===== config.mk =====
export PLATFORM = sky130hd
export DESIGN_NAME = fetch_ctrl_flat
export DESIGN_NICKNAME = d
export VERILOG_FILES = /design/src/rtl/cpu_pkg.sv /design/src/rtl/fetch_ctrl_if.sv /design/src/rtl/fetch_ctrl.sv /design/src/flat_wrapper.sv
export SDC_FILE = /design/constraint.sdc
export NUM_CORES = 1
export LEC_CHECK = 0
export ABC_AREA = 1
export CORE_AREA = 3 3 66 68
export DETAILED_ROUTE_END_ITERATION = 6
export DIE_AREA = 0 0 69 71
export GPL_ROUTABILITY_DRIVEN = 1
export PLACE_DENSITY = 0.82
export SLEW_MARGIN = 25
export SYNTH_ARGS = -nofsm -noshare
export SYNTH_HDL_FRONTEND = slang
export SYNTH_SLANG_ARGS = --single-unit

===== constraint.sdc =====
create_clock -name clk -period 1.95 [get_ports clk]
set_input_delay 0.195 -clock clk [delete_from_list [all_inputs] [get_ports clk]]
set_output_delay 0.195 -clock clk [all_outputs]
set_load 0.03 [all_outputs]

===== src/rtl/cpu_pkg.sv =====
// Shared CPU constants: instruction word layout, opcodes and fetch FSM state encoding.
package cpu_pkg;

    localparam int unsigned ADDR_W = 8;
    localparam int unsigned DATA_W = 16;
    localparam int unsigned OP_W   = 5;
    localparam int unsigned CNT_W  = 3;

    localparam logic [DATA_W-1:0] NOP_INSN = 16'h0000;

    localparam logic [OP_W-1:0] OP_NOP  = 5'b00000;
    localparam logic [OP_W-1:0] OP_HALT = 5'b00001;
    localparam logic [OP_W-1:0] OP_BEQ  = 5'b00010;
    localparam logic [OP_W-1:0] OP_BNE  = 5'b00011;
    localparam logic [OP_W-1:0] OP_JMP  = 5'b00100;

    localparam logic [2:0] ST_IDLE   = 3'd0;
    localparam logic [2:0] ST_RUN    = 3'd1;
    localparam logic [2:0] ST_FLUSH  = 3'd2;
    localparam logic [2:0] ST_DRAIN  = 3'd3;
    localparam logic [2:0] ST_HALTED = 3'd4;

    function automatic logic is_halt(input logic [DATA_W-1:0] insn);
        return insn[DATA_W-1 -: OP_W] == OP_HALT;
    endfunction

endpackage


===== src/rtl/fetch_ctrl_if.sv =====
// Fetch-stage bundle: control inputs, instruction memory port and the instruction register outputs.
interface fetch_ctrl_if;
    import cpu_pkg::*;

    logic              start;
    logic              stall;
    logic              branch_taken;
    logic [ADDR_W-1:0] branch_addr;
    logic [DATA_W-1:0] imem_rdata;
    logic [ADDR_W-1:0] imem_addr;
    logic [ADDR_W-1:0] pc;
    logic [DATA_W-1:0] ir;
    logic              ir_valid;
    logic              halted;

    modport master (
        input  start, stall, branch_taken, branch_addr, imem_rdata,
        output imem_addr, pc, ir, ir_valid, halted
    );

    modport slave (
        output start, stall, branch_taken, branch_addr, imem_rdata,
        input  imem_addr, pc, ir, ir_valid, halted
    );

endinterface


===== src/rtl/fetch_ctrl.sv =====
// Instruction fetch controller: drives the pc into an async-read imem, loads ir, inserts
// branch bubbles and drains the pipeline after HALT.
module fetch_ctrl
    import cpu_pkg::*;
#(
    parameter int unsigned BUBBLES = 1,
    parameter int unsigned DRAIN   = 3
) (
    input  logic          clk,
    input  logic          reset,
    fetch_ctrl_if.master  bus
);

    logic [2:0]        state_q, state_d;
    logic [CNT_W-1:0]  cnt_q, cnt_d;
    logic [ADDR_W-1:0] pc_q, pc_d;
    logic [DATA_W-1:0] ir_q, ir_d;
    logic              valid_q, valid_d;
    logic              halted_q, halted_d;
    logic              redirect;

    assign redirect = bus.branch_taken &&
                      (state_q == ST_RUN || state_q == ST_FLUSH || state_q == ST_DRAIN);

    always_ff @(posedge clk) begin
        if (reset) begin
            state_q  <= ST_IDLE;
            cnt_q    <= '0;
            pc_q     <= '0;
            ir_q     <= NOP_INSN;
            valid_q  <= 1'b0;
            halted_q <= 1'b0;
        end else begin
            state_q  <= state_d;
            cnt_q    <= cnt_d;
            pc_q     <= pc_d;
            ir_q     <= ir_d;
            valid_q  <= valid_d;
            halted_q <= halted_d;
        end
    end

    // Branch redirect outranks stall and fetch in every active state.
    always_comb begin
        state_d  = state_q;
        cnt_d    = cnt_q;
        pc_d     = pc_q;
        ir_d     = ir_q;
        valid_d  = valid_q;
        halted_d = halted_q;

        if (redirect) begin
            pc_d    = bus.branch_addr;
            ir_d    = NOP_INSN;
            valid_d = 1'b0;
            cnt_d   = CNT_W'(BUBBLES - 1);
            state_d = (BUBBLES > 1) ? ST_FLUSH : ST_RUN;
        end else begin
            case (state_q)
                ST_IDLE: begin
                    pc_d    = '0;
                    ir_d    = NOP_INSN;
                    valid_d = 1'b0;
                    if (bus.start) state_d = ST_RUN;
                end
                ST_RUN: begin
                    if (!bus.stall) begin
                        ir_d    = bus.imem_rdata;
                        valid_d = 1'b1;
                        if (is_halt(bus.imem_rdata)) begin
                            cnt_d = CNT_W'(DRAIN);
                            if (DRAIN == 0) begin
                                state_d  = ST_HALTED;
                                halted_d = 1'b1;
                            end else begin
                                state_d = ST_DRAIN;
                            end
                        end else begin
                            pc_d = pc_q + 8'd1;
                        end
                    end
                end
                ST_FLUSH: begin
                    ir_d    = NOP_INSN;
                    valid_d = 1'b0;
                    if (cnt_q <= CNT_W'(1)) begin
                        cnt_d   = '0;
                        state_d = ST_RUN;
                    end else begin
                        cnt_d = cnt_q - CNT_W'(1);
                    end
                end
                ST_DRAIN: begin
                    ir_d    = NOP_INSN;
                    valid_d = 1'b0;
                    if (cnt_q <= CNT_W'(1)) begin
                        cnt_d    = '0;
                        state_d  = ST_HALTED;
                        halted_d = 1'b1;
                    end else begin
                        cnt_d = cnt_q - CNT_W'(1);
                    end
                end
                ST_HALTED: begin
                    ir_d     = NOP_INSN;
                    valid_d  = 1'b0;
                    halted_d = 1'b1;
                    if (bus.start) begin
                        halted_d = 1'b0;
                        pc_d     = '0;
                        state_d  = ST_RUN;
                    end
                end
                default: begin
                    state_d = ST_IDLE;
                end
            endcase
        end
    end

    assign bus.imem_addr = pc_q;
    assign bus.pc        = pc_q;
    assign bus.ir        = ir_q;
    assign bus.ir_valid  = valid_q;
    assign bus.halted    = halted_q;

endmodule


===== src/flat_wrapper.sv =====
// flat-port wrapper written by rule: the top's interface ports become plain ports
module fetch_ctrl_flat import cpu_pkg::*;
#(
    parameter int unsigned BUBBLES = 1,
    parameter int unsigned DRAIN   = 3
)
  (clk, reset, bus_start, bus_stall, bus_branch_taken, bus_branch_addr, bus_imem_rdata, bus_imem_addr, bus_pc, bus_ir, bus_ir_valid, bus_halted);
  fetch_ctrl_if bus_i ();
  input  logic clk;
  input  logic reset;
  input wire logic [$bits(bus_i.start)-1:0] bus_start;
  input wire logic [$bits(bus_i.stall)-1:0] bus_stall;
  input wire logic [$bits(bus_i.branch_taken)-1:0] bus_branch_taken;
  input wire logic [$bits(bus_i.branch_addr)-1:0] bus_branch_addr;
  input wire logic [$bits(bus_i.imem_rdata)-1:0] bus_imem_rdata;
  output wire logic [$bits(bus_i.imem_addr)-1:0] bus_imem_addr;
  output wire logic [$bits(bus_i.pc)-1:0] bus_pc;
  output wire logic [$bits(bus_i.ir)-1:0] bus_ir;
  output wire logic [$bits(bus_i.ir_valid)-1:0] bus_ir_valid;
  output wire logic [$bits(bus_i.halted)-1:0] bus_halted;
  assign bus_i.start = bus_start;
  assign bus_i.stall = bus_stall;
  assign bus_i.branch_taken = bus_branch_taken;
  assign bus_i.branch_addr = bus_branch_addr;
  assign bus_i.imem_rdata = bus_imem_rdata;
  assign bus_imem_addr = bus_i.imem_addr;
  assign bus_pc = bus_i.pc;
  assign bus_ir = bus_i.ir;
  assign bus_ir_valid = bus_i.ir_valid;
  assign bus_halted = bus_i.halted;
  fetch_ctrl #(.BUBBLES(BUBBLES), .DRAIN(DRAIN)) u_core (.clk(clk), .reset(reset), .bus(bus_i));
endmodule

==> impl_metrics.json <==
{
  "dr.pass1.iters": 4,
  "num_antenna_cells": 0,
  "cap_violations": 0,
  "fmax_mhz": 560.7,
  "worstHoldStart": "u_core.bus.halted",
  "grt_pass1_vias": 1839,
  "cts_hold_buf": 0,
  "ys.warnings.count": 0,
  "core_area_um2": 3914,
  "routedWlPerCell_um": 12.63,
  "vdd_ir_drop_max_v": 0.0005334,
  "p_total_mw": 2.780,
  "drt.antenna.violating_nets": 0,
  "h-tree-depth": 2,
  "grt_first_pass_wirelength_mm": 7.976,
  "syn-instance-count": 267,
  "p_switching_mw": 1.225,
  "multiInputGateArea_um2": 930.9,
  "area_delta_synth_final_pct": 36.30,
  "insertion_delay_ps": 270,
  "worstPathRequired_ps": 2120,
  "viasPerCell": 5.242,
  "mostFrequentLayoutCells": "clkdlybuf4s50_1, nand2_1, nor2_1",
  "netlist_top_cells_area": "dfxtp_1, nand2_1, nand3_1",
  "p_comb_frac": 0.510,
  "fp.dieW_um": 69,
  "drc": 0,
  "max_slew_margin": 0.7687,
  "nNetsFinal": 354,
  "syn_nets": 299,
  "p_per_area_nw_per_um2": 1106,
  "register_area_um2": 640.6,
  "vias": 1950,
  "dr.first_iter.drc_count": 153,
  "regToRegSetupSlack_ps": 170,
  "synthArstFlopShare": 0,
  "fin_util": 0.6423,
  "path_clk_slew_ps": 70,
  "ys.flop_type": "dfxtp_1",
  "crit_type": "register to register",
  "setup.worst_path.start": "u_core.state_q[0]",
  "drive_gt1_frac": 0.07453,
  "setup_tns_ps": 0,
  "status": "finished, final reports clean",
  "p_clk_frac": 0.168,
  "root_buffer": "clkbuf_8",
  "syn_avg_cell_area_um2": 6.907,
  "globalplace.congestion": 0.8427,
  "synth_cell_type_count": 30,
  "synth-edff-count": 0,
  "clk_path_buf_depth": 2,
  "wl_mm": 4.699,
  "crit_path_end_kind": "register",
  "crit_fanout": 13,
  "mostFrequentLayoutCell": "clkdlybuf4s50_1",
  "skew_ps": 6.377,
  "rows": 23,
  "tritoncts": "done",
  "port_buffers": 62,
  "synth_area_um2": 1844,
  "report.final.slew_viol_count": 0,
  "period_minus_slack_ps": 1784,
  "ioPinCount": 63,
  "sw_frac_of_total": 0.4407,
  "initial_core_util": 0.4712,
  "synth_top_cell_by_area": "dfxtp_1",
  "yosys_register_bits": 32,
  "cts_setup_buffers": 0,
  "hold_viol": 0,
  "cts_resized": 0,
  "cts_sinks": 32,
  "critPathArrivalTime_ps": 1960,
  "antenna_found_initial": 0,
  "leakage_nw": 1.011,
  "internal_power_mw": 1.555,
  "period_share": 0.9146,
  "tightest_slew_ps": 345.7,
  "die_y_um": 71,
  "dpl.hpwl_mm": 3.428,
  "finalHoldWorstSlack_ps": 485.8,
  "hp-class": "register to register",
  "regToRegStartpoint": "u_core.state_q[0]",
  "cp-start-kind": "register",
  "grt_setup_unrepaired": "false",
  "cts_buffers": 5,
  "grt.total_usage": 0.1935,
  "dieArea_um2": 4899,
  "p_seq_frac": 0.321,
  "ys_seq_area_frac": 0.3474,
  "dp.cells": 365,
  "instances_no_fill": 372,
  "synth_top_area_frac": 0.3474,
  "fillerInstances": 378,
  "grt_overflow": 0,
  "setup-violations-final": 0,
  "grt_max_degree": 21
}
synth_stat cells (4+ instances only):
master,instances
nand2_1,42
nor2_1,36
dfxtp_1,32
nand3_1,31
inv_1,29
a21oi_1,23
o2111ai_1,13
buf_4,9
o21ai_0,9
clkbuf_1,5
o21ai_1,5
buf_2,4
buf_6,4
through the flow:
stage / setup WS [ps] / cell area, um2
after global placement: 190.0 / 2436
after detailed placement: 148.1 / 2436
after CTS: 195.2 / 2514
after global routing: 30.39 / 2514
final: 166.4 / 2514
after floorplan: 422.1 / 1844
flip-flops by register name, summed over array words and instances, names as in the netlist:
register / cells
u_core.bus.ir: 16
u_core.bus.imem_addr: 8
u_core.cnt_q: 3
u_core.state_q: 3
u_core.bus.halted: 1
u_core.bus.ir_valid: 1
worst max-delay path, stage by stage, from the launching register on:
cell and delay (ps):
dfxtp_1 430, inv_2 50, nand2_2 180, nand3_2 220
nand2_1 160, nand2_2 70, nor2_4 260, inv_1 130
nor2_1 120, nor2_1 50
metal layers:
layer,global-route usage,share of wire
met5,0,0
met3,0.04688,0.076
met4,0.04989,0.0021
met1,0.2513,0.46
met2,0.3231,0.46
logic make-up after synthesis:
group	count (synthesis)	share of synthesized area
buffers and inverters	53	0.1479
and+or+nand+nor	120	0.2870
xor gates and xnor gates	2	0.009500
adders and majority gates	3	0.02035
DFF	32	0.3474
AOI/OAI and AO/OA	57	0.1879
power by group through the flow:
stage / sequential (mW) / clock, mW / combinational (mW)
6_report: 0.894 / 0.468 / 1.42
5_1_grt: 0.917 / 0.509 / 1.54
4_1_cts: 0.893 / 0.481 / 1.42
3_5_place_dp: 0.906 / 0 / 1.41
3_3_place_gp: 0.899 / 0 / 1.39
2_1_floorplan: 1.05 / 0 / 0.893
path summary, 6_finish.rpt:
check                       endpoint  depth (start not counted)
min reg2reg        u_core.bus.halted                          2
max          u_core.bus.imem_addr[7]                          9
min                u_core.bus.halted                          2
max reg2reg  u_core.bus.imem_addr[7]                          9
layout make-up:
type | count | area share
Multi-Input combinational cell | 182 | 0.3703
Timing Repair Buffer | 70 | 0.2708
Sequential cell | 32 | 0.2549
Inverter | 31 | 0.04828
Clock buffer | 6 | 0.02887
Tap cell | 50 | 0.02489
Clock inverter | 1 | 0.001991
No activity file was read; power rests on OpenSTA's default activity.
